===== src/rtl/simon_data_in_unpack.sv =====
// simon_data_in_unpack: captures a packed packet (info, count, 4N-bit payload)
// and hands it to a SIMON core either as a 4-word key or as two 2-word blocks,
// using newKey/loadKey and newData/loadData handshakes.
// Optional feature macro: SIMON_DATAIN_PKTCHK_EN. When defined, packets whose
// info byte has bit 7 clear are discarded.
module simon_data_in_unpack #(
  parameter int N    = 16,
  parameter int M    = 4,
  parameter int T    = 32,
  parameter int Cb   = 5,
  parameter int MODE = 0
) (
  input  logic                    clk,
  input  logic                    nR,
  input  logic                    newPkt,
  input  logic                    loadData,
  input  logic                    loadKey,
  input  logic [(N/2+2)*8-1:0]    in,
  output logic                    loadPkt,
  output logic                    donePkt,
  output logic                    newKey,
  output logic                    newData,
  output logic [7:0]              infoIN,
  output logic [7:0]              countIN,
  output logic [1:0][N-1:0]       blockIN,
  output logic [M-1:0][N-1:0]     KEY
);

  localparam int W  = (N/2+2)*8;
  localparam int PW = 4*N;

  // The key is one full payload and the word width must split into bytes.
  // The round/mode parameters only exist for interface compatibility.
  if ((N % 2) != 0 || M != 4 || T < 0 || Cb < 0 || MODE < 0) begin : g_bad_config
  end

  localparam logic [2:0] S_IDLE      = 3'd0;
  localparam logic [2:0] S_DECODE    = 3'd1;
  localparam logic [2:0] S_KEY_WAIT  = 3'd2;
  localparam logic [2:0] S_DATA_WAIT = 3'd3;
  localparam logic [2:0] S_RELEASE   = 3'd4;
  localparam logic [2:0] S_DONE      = 3'd5;
  localparam logic [2:0] S_REARM     = 3'd6;

  logic [2:0]           state_q, state_d;
  logic [PW-1:0]        payload_q, payload_d;
  logic [7:0]           info_q, info_d;
  logic [7:0]           count_q, count_d;
  logic                 load_pkt_q, load_pkt_d;
  logic                 done_pkt_q, done_pkt_d;
  logic                 new_key_q, new_key_d;
  logic                 new_data_q, new_data_d;
  logic [1:0][N-1:0]    block_q, block_d;
  logic [M-1:0][N-1:0]  key_q, key_d;
  logic                 is_key_q, is_key_d;
  logic                 second_q, second_d;
  logic                 pkt_ok;
  logic                 rel_ack;

`ifdef SIMON_DATAIN_PKTCHK_EN
  assign pkt_ok = info_q[7];
`else
  assign pkt_ok = 1'b1;
`endif

  assign loadPkt = load_pkt_q;
  assign donePkt = done_pkt_q;
  assign newKey  = new_key_q;
  assign newData = new_data_q;
  assign infoIN  = info_q;
  assign countIN = count_q;
  assign blockIN = block_q;
  assign KEY     = key_q;

  // Next-state and next-register logic for the unpack sequence.
  always_comb begin
    state_d    = state_q;
    payload_d  = payload_q;
    info_d     = info_q;
    count_d    = count_q;
    load_pkt_d = 1'b0;
    done_pkt_d = 1'b0;
    new_key_d  = new_key_q;
    new_data_d = new_data_q;
    block_d    = block_q;
    key_d      = key_q;
    is_key_d   = is_key_q;
    second_d   = second_q;
    rel_ack    = is_key_q ? loadKey : loadData;

    case (state_q)
      S_IDLE: begin
        if (newPkt) begin
          payload_d  = in[PW-1:0];
          info_d     = in[W-1 -: 8];
          count_d    = in[W-9 -: 8];
          load_pkt_d = 1'b1;
          state_d    = S_DECODE;
        end
      end
      S_DECODE: begin
        if (!pkt_ok) begin
          state_d = S_DONE;
        end else if (info_q[5]) begin
          key_d     = payload_q;
          is_key_d  = 1'b1;
          second_d  = 1'b0;
          new_key_d = 1'b1;
          state_d   = S_KEY_WAIT;
        end else begin
          block_d    = payload_q[PW-1:2*N];
          is_key_d   = 1'b0;
          second_d   = 1'b1;
          new_data_d = 1'b1;
          state_d    = S_DATA_WAIT;
        end
      end
      S_KEY_WAIT: begin
        if (loadKey && new_key_q) begin
          new_key_d = 1'b0;
          state_d   = S_RELEASE;
        end
      end
      S_DATA_WAIT: begin
        if (loadData && new_data_q) begin
          new_data_d = 1'b0;
          state_d    = S_RELEASE;
        end
      end
      S_RELEASE: begin
        if (!rel_ack) begin
          if (!is_key_q && second_q) begin
            block_d    = payload_q[2*N-1:0];
            second_d   = 1'b0;
            new_data_d = 1'b1;
            state_d    = S_DATA_WAIT;
          end else begin
            state_d = S_DONE;
          end
        end
      end
      S_DONE: begin
        done_pkt_d = 1'b1;
        state_d    = S_REARM;
      end
      S_REARM: begin
        if (!newPkt) begin
          state_d = S_IDLE;
        end
      end
      default: begin
        state_d = S_IDLE;
      end
    endcase
  end

  // Register update with synchronous active-low reset that clears everything.
  always_ff @(posedge clk) begin
    if (!nR) begin
      state_q    <= S_IDLE;
      payload_q  <= '0;
      info_q     <= '0;
      count_q    <= '0;
      load_pkt_q <= 1'b0;
      done_pkt_q <= 1'b0;
      new_key_q  <= 1'b0;
      new_data_q <= 1'b0;
      block_q    <= '0;
      key_q      <= '0;
      is_key_q   <= 1'b0;
      second_q   <= 1'b0;
    end else begin
      state_q    <= state_d;
      payload_q  <= payload_d;
      info_q     <= info_d;
      count_q    <= count_d;
      load_pkt_q <= load_pkt_d;
      done_pkt_q <= done_pkt_d;
      new_key_q  <= new_key_d;
      new_data_q <= new_data_d;
      block_q    <= block_d;
      key_q      <= key_d;
      is_key_q   <= is_key_d;
      second_q   <= second_d;
    end
  end

endmodule


===== config.mk =====
export PLATFORM = sky130hd
export DESIGN_NAME = simon_data_in_unpack
export DESIGN_NICKNAME = d
export VERILOG_FILES = /design/src/rtl/simon_data_in_unpack.sv
export SDC_FILE = /design/constraint.sdc
export NUM_CORES = 1
export LEC_CHECK = 0
export ABC_AREA = 0
export CORE_MARGIN = 2
export CORE_UTILIZATION = 43
export CTS_CLUSTER_DIAMETER = 80
export DETAILED_ROUTE_END_ITERATION = 8
export GPL_ROUTABILITY_DRIVEN = 1
export PLACE_DENSITY_LB_ADDON = 0.25
export SETUP_SLACK_MARGIN = 0.5
export SYNTH_ARGS = -nofsm -noshare
export SYNTH_HDL_FRONTEND = slang
export SYNTH_SLANG_ARGS = --single-unit
export TNS_END_PERCENT = 10

===== constraint.sdc =====
create_clock -name clk -period 1.65 [get_ports clk]
set_clock_uncertainty 0.15 [all_clocks]
set_input_delay 0.2475 -clock clk [delete_from_list [all_inputs] [get_ports clk]]
set_output_delay 0.2475 -clock clk [all_outputs]
set_load 0.005 [all_outputs]

==> results of run 1 <==
==> final cells by class <==
class	instances	area, um2	share of cell area, %
Timing Repair Buffer	258	2659	24.15
Clock buffer	17	425.4	3.864
Multi-Input combinational cell	605	3646	33.12
Sequential cell	185	3801	34.53
Clock inverter	15	186.4	1.694
Tap cell	216	270.3	2.455
Inverter	4	20.02	0.1819
==> cells by family (layout without fill, tap and decap cells) <==
logic type | after synthesis | after routing | share of synthesized area, %
simple gates | 347 | 347 | 20.84
compound gates | 225 | 225 | 16.59
flops | 185 | 185 | 52.58
buf+inv | 76 | 294 | 5.239
mux | 33 | 33 | 4.760
==> synth_stat cells <==
cell type / count / area, um2
and4b_1: 2 / 20.02
dfxtp_1: 185 / 3704
nor4b_1: 1 / 8.760
and4_1: 1 / 8.760
and3_1: 1 / 6.260
a32o_1: 1 / 10.01
nand2b_1: 1 / 6.260
nor3b_2: 1 / 12.51
o21ai_0: 36 / 180.2
or4b_1: 1 / 10.01
inv_1: 4 / 15.01
nand2_1: 292 / 1096
buf_6: 2 / 22.52
nor2_1: 5 / 18.77
buf_4: 2 / 15.01
nor3b_4: 1 / 18.77
a211oi_1: 1 / 7.510
a32oi_2: 1 / 16.27
nor2b_2: 1 / 8.760
or3_1: 32 / 200.2
a21oi_1: 180 / 900.9
o31ai_1: 1 / 7.510
and2_2: 1 / 7.510
nand3b_1: 1 / 7.510
or4_1: 1 / 7.510
a31oi_1: 1 / 6.260
nand3_1: 1 / 5.000
and2_1: 1 / 6.260
buf_8: 3 / 45.04
buf_2: 19 / 95.09
clkbuf_1: 42 / 157.7
mux2i_1: 32 / 320.3
clkbuf_2: 3 / 15.01
nor3_1: 1 / 5.000
o21a_1: 1 / 7.510
mux2_4: 1 / 15.01
nor2b_1: 1 / 6.260
a311oi_1: 2 / 17.52
a2111oi_2: 1 / 15.01
nor3b_1: 1 / 7.510
buf_1: 1 / 3.750
==> sequential cells by signal, indices dropped and copies added, names as in the netlist <==
| name | flops |
|---|---|
| KEY | 64 |
| blockIN | 32 |
| countIN | 8 |
| donePkt | 1 |
| infoIN | 8 |
| is_key_q | 1 |
| loadPkt | 1 |
| newData | 1 |
| newKey | 1 |
| payload_q | 64 |
| second_q | 1 |
| state_q | 3 |
==> worst max-delay path: cells and delay by family, from the launching register on <==
| kind | cells | cell delay (ns) |
|---|---|---|
| and+or+nand+nor | 2 | 0.60 |
| AOI/OAI and AO/OA | 1 | 0.14 |
| muxes | 1 | 0.08 |
| DFF | 1 | 0.38 |
| buffers and inverters | 2 | 0.35 |
==> worst paths after layout <==
kind                                 start            end  slack, ns  cells past startpoint
worst max-delay path            state_q[0]    blockIN[21]      -0.12                      6
worst min-delay path                in[55]  payload_q[55]       0.22                      3
worst max register to register  state_q[0]    blockIN[21]      -0.12                      6
worst min register to register     KEY[41]        KEY[41]       0.30                      2
==> per-stage QoR <==
step	TNS, ns	setup slack, ns
finish	-3.869	-0.1152
global route	-10.72	-0.1562
CTS	-2.345	-0.08573
detailed placement	-35.90	-0.3839
global placement	-33.95	-0.3715
floorplan	-0.004916	-0.003208
==> layer usage <==
| metal | part of all wire [%] | up-vias | GRT usage (%) |
|---|---|---|---|
| met4 | 1.5 | 0 | 7.729 |
| met3 | 5.9 | 19 | 5.882 |
| met2 | 49 | 203 | 38.80 |
| li1 | - | 3301 | - |
| met1 | 44 | 3193 | 29.91 |
| met5 | 0 | - | 0 |
==> cells in the final DEF (no fill, tap or decap), drive strengths merged, types with 3 or more instances in the layout <==
master / n
a21oi: 180
buf: 136
clkbuf: 22
clkdlybuf4s15: 23
dfxtp: 185
mux2i: 32
dlygate4sd2: 10
o21ai: 36
nor2: 5
clkinv: 7
nand2: 292
or3: 32
inv: 9
clkdlybuf4s50: 84
nor3b: 3
==> power groups by stage <==
stage,clock network [W],logic [W],registers (W)
global route,0.00445,0.00250,0.00502
global placement,0,0.00193,0.00504
CTS,0.00426,0.00213,0.00497
detailed placement,0,0.00195,0.00506
finish,0.00419,0.00231,0.00499
floorplan,0,0.000997,0.00501
==> repair_timing <==
action,in CTS,in global routing
cloned,2,3
setup endpoints to repair,301,301
resized for setup,586,137
buffers inserted,7,0
hold buffers,0,0
pin swaps,84,18
==> impl_metrics.csv, run 1 <==
group,metric,value,unit
sta,hold_viol,0,
placed_design,place_hpwl,13060,um
grt,grt_antenna_before_repair,0,
pwr,seqPwrFrac,43.4,%
final_layout,drive_gt1_share,42.07,%
worst_setup_path,path_cells,"nor3b_4 > buf_4 > buf_4 > mux2i_1 > or3_1 > a21oi_2",
placed_design,place_inst,1256,
pwr,p_total,0.01148,W
yosys,yosysWarnings,0,
yosys,synth_cell_types,41,
final_layout,final_area,0.01101,mm2
clock_network,clk_pin_slew,0.07,ns
worst_setup_path,critPathMostFrequentCell,"buf_4",
yosys,syn_area,0.007044,mm2
grt,grt_pass1_wl,32990,um
final_layout,fin_cells,1300,
sta,tightest_slew,0.4098,ns
sta,min_period,1.765,ns
pwr,peakVddDrop,0.7023,mV
detailed_routing,ant_nets,0,
floorplanning,ioPinCount,201,
worst_setup_path,cp.arrival,1.97,ns
grt,grt_use_total,23.42,%
pwr,switching_share,29.01,%
clock_network,cts.path.max_buffers,2,
worst_setup_path,worstSetupStartpointType,"flop",
detailed_routing,wl_per_cell,16.18,um
yosys,avgSynthCellArea,8.134,um2
yosys,synthCells,866,
sta,setup_viol,65,
pwr,p_switching,0.003331,W
grt,grt.overflow.total,0,
pwr,p_leak,4.009,nW
detailed_routing,first_iter_violations,348,
yosys,synth_nets,951,
grt,first_global_vias,6447,
sta,fmax,0.5665,GHz
placed_design,gp_congestion,0.7866,
sta,holdWs,0.2176,ns
grt,grt_max_degree,67,
run_status,status,"complete, but fails checks",
floorplanning,rows,46,
floorplanning,dieArea,0.01742,mm2
yosys,ys_ff_latch,185,
final_layout,n_antenna_cell,0,
clock_network,cts_tree,"built",
sta,finalCritPeriodShare,107.0,%
final_layout,finish.utilization,69.05,%
final_layout,areaGrowthSynthToFinish,56.27,%
final_layout,nets,1156,
detailed_routing,drt_pass1_iterations,4,
floorplanning,die_w,132.0,um
run,drv_cap,0,
detailed_routing,vias_per_cell,5.166,
run_status,violations,"negative setup slack",
worst_setup_path,critPathRequiredTime,1.86,ns
pwr,p_comb_share,20.1,%
detailed_routing,drc_errors,0,
worst_setup_path,worst_setup_path_end_kind,"flop",
worst_setup_path,crit_slowest_cell,"dfxtp_4",
floorplanning,core_region_area,0.01594,mm2
clock_network,cts_root_buffer,"clkbuf_16",
pwr,power.density,1043,mW/mm2
floorplanning,start_util,44.18,%
clock_network,cts.sinks,185,
floorplanning,chipHeight,132.0,um
final_layout,fillers,1253,
sta,maxSlewHeadroom,72.68,%
detailed_routing,vias,6716,
worst_setup_path,worst-setup-path-type,"flop to flop",
pwr,p_int,0.008151,W
detailed_routing,routed_wl,21040,um
pwr,p_clk_share,36.5,%
placed_design,place_area,0.009594,mm2
yosys,ys_seq_area_share,52.58,%
placed_design,port_buffers,200,
clock_network,cts_made_buffers,17,
clock_network,htree_levels,4,
sta,timing.final.ws_setup,-0.1152,ns
worst_setup_path,max_stage_delay,0.38,ns
min_path,hold_class,"input pin to flop",
sta,drv_slew,0,
sta,rsz0062_at_grt,"yes",
worst_setup_path,worstPathMaxFanout,5,
clock_network,clk_latency,0.43,ns
Power figures use the tool's default switching activity.
==> run 2, diff against run 1 <==
- CORE_UTILIZATION: 43 -> 56
- DONT_BUFFER_PORTS: unset -> 1
- GPL_TIMING_DRIVEN: unset -> 0
==> impl_metrics.csv, run 2 (synthesis results as in run 1) <==
group,metric,value,unit
run_status,status,"complete, but fails checks",
run_status,violations,"negative setup slack",
floorplanning,dieArea,0.01349,mm2
worst_setup_path,worst_setup_path_end_kind,"flop",
grt,grt_pass1_wl,34160,um
final_layout,areaGrowthSynthToFinish,32.66,%
grt,grt_max_degree,17,
run,drv_cap,0,
sta,setup_viol,182,
grt,grt.overflow.total,0,
floorplanning,rows,40,
pwr,power.density,1170,mW/mm2
sta,timing.final.ws_setup,-0.2463,ns
floorplanning,core_region_area,0.01216,mm2
worst_setup_path,path_cells,"buf_6 > nor3b_4 > buf_4 > a32oi_2 > or3_4 > a21oi_1",
final_layout,layout_common_cells,"nand2_1 (291), dfxtp_1 (160), a21oi_1 (152)",
detailed_routing,vias,6889,
worst_setup_path,worstSetupStartpointType,"flop",
worst_setup_path,worstPathMaxFanout,8,
clock_network,htree_levels,4,
worst_setup_path,max_stage_delay,0.41,ns
clock_network,cts_tree,"built",
sta,hold_viol,0,
sta,drv_slew,0,
clock_network,cts.path.max_buffers,2,
sta,tightest_slew,0.6928,ns
floorplanning,chipHeight,116.2,um
detailed_routing,first_iter_violations,611,
sta,finalCritPeriodShare,114.9,%
detailed_routing,vias_per_cell,5.898,
worst_setup_path,crit_buf_inv,2,
clock_network,cts.sinks,185,
min_path,hold_class,"input pin to flop",
detailed_routing,routed_wl,24000,um
detailed_routing,ant_nets,0,
clock_network,cts_root_buffer,"clkbuf_16",
final_layout,n_antenna_cell,0,
grt,grt_use_total,33.47,%
sta,rsz0062_at_grt,"yes",
grt,first_global_vias,6446,
worst_setup_path,cp.arrival,2.10,ns
pwr,peakVddDrop,0.8678,mV
sta,min_period,1.896,ns
final_layout,fin_cells,1168,
clock_network,clk_pin_slew,0.07,ns
detailed_routing,wl_per_cell,20.55,um
floorplanning,ioPinCount,201,
placed_design,gp_congestion,0.9270,
clock_network,cts_made_buffers,17,
detailed_routing,drt_pass1_iterations,5,
pwr,p_leak,3.228,nW
placed_design,place_inst,1034,
placed_design,port_buffers,0,
worst_setup_path,r2r_slack,-0.25,ns
pwr,p_total,0.01093,W
detailed_routing,drc_errors,0,
placed_design,place_hpwl,14760,um
worst_setup_path,worst-setup-path-type,"flop to flop",
final_layout,mostFrequentLayoutCell,"nand2_1",
worst_setup_path,crit_slowest_cell,"or3_4",
worst_setup_path,critPathRequiredTime,1.85,ns
floorplanning,start_util,57.92,%
grt,grt_antenna_before_repair,0,
final_layout,nets,1075,
floorplanning,die_w,116.2,um
worst_setup_path,critPathTopFamily,"simple AND/OR/NAND/NOR gates",
final_layout,drive_gt1_share,17.80,%
clock_network,clk_latency,0.44,ns
sta,maxSlewHeadroom,53.81,%
sta,fmax,0.5273,GHz
## run 2: cell count changes in the layout (fill, tap and decap cells not counted), sizes merged
cell           delta
clkdlybuf4s15    -23
clkbuf           +44
a32oi             +1
clkdlybuf4s50    -84
dlygate4sd3      +82
dlygate4sd2      -10
clkinv            -6
inv               -5
bufinv            -1
buf              -82
## run 2: worst min-delay path, cell delays in order
cell and delay (ns):
nand2_1 0.08, nand3_1 0.15, a311oi_1 0.11
## run 2: final timing paths
path / from / endpoint / cells after the start
setup / recovery: state_q[0] / blockIN[31] / 6
hold / removal: loadData / newData / 3
setup reg to reg: state_q[0] / blockIN[31] / 6
hold reg to reg: KEY[56] / KEY[56] / 2
## run 2: stage by stage
| stage | utilization (%) | setup slack, ns | TNS, ns | hold WS [ns] | area (um2) |
|---|---|---|---|---|---|
| after floorplan | - | -0.003208 | -0.004916 | 0.2153 | 7048 |
| final | 76.84 | -0.2463 | -25.53 | 0.04854 | 9345 |
| after detailed placement | 59.68 | -0.4799 | -54.22 | 0.2299 | 7258 |
| after CTS | 73.99 | -0.2246 | -10.75 | -0.01482 | 8999 |
| after global routing | 76.84 | -0.2961 | -33.54 | 0.05481 | 9345 |
| after global placement | 59.68 | -0.3633 | -46.23 | 0.2231 | 7258 |
## run 2: area by class of cell
type / count / area (um2)
repair buffers: 104 / 1039
inverters: 4 / 15.01
fillers: 823 / 2816
multi-input cells: 606 / 3251
clock inverters: 3 / 42.54
well taps: 168 / 210.2
flip-flops and latches: 185 / 3742
plain buffers: 72 / 566.8
clock buffers: 26 / 479.2
## run 2: power by group
| group | switching (W) | internal, W |
|---|---|---|
| Sequential | 0.000267 | 0.00476 |
| Combinational | 0.00121 | 0.000908 |
| Clock | 0.00166 | 0.00213 |
## run 2: timing repair
item / in CTS / in global routing
endpoints found under the setup margin: 301 / 301
buffers inserted: 9 / 8
pin swaps: 11 / 63
hold buffers: 82 / 0
resized for setup: 108 / 80
gates cloned: 5 / 1
hold endpoints to repair: 84 / 0
## run 2: per-layer routing
| metal | GRT usage, % | up-vias | wire length (um) |
|---|---|---|---|
| li1 | - | 3131 | - |
| met4 | 11.67 | 0 | 1000 |
| met1 | 40.33 | 3263 | 8953 |
| met5 | 0 | - | 0 |
| met2 | 56.96 | 399 | 11650 |
| met3 | 10.38 | 96 | 2399 |
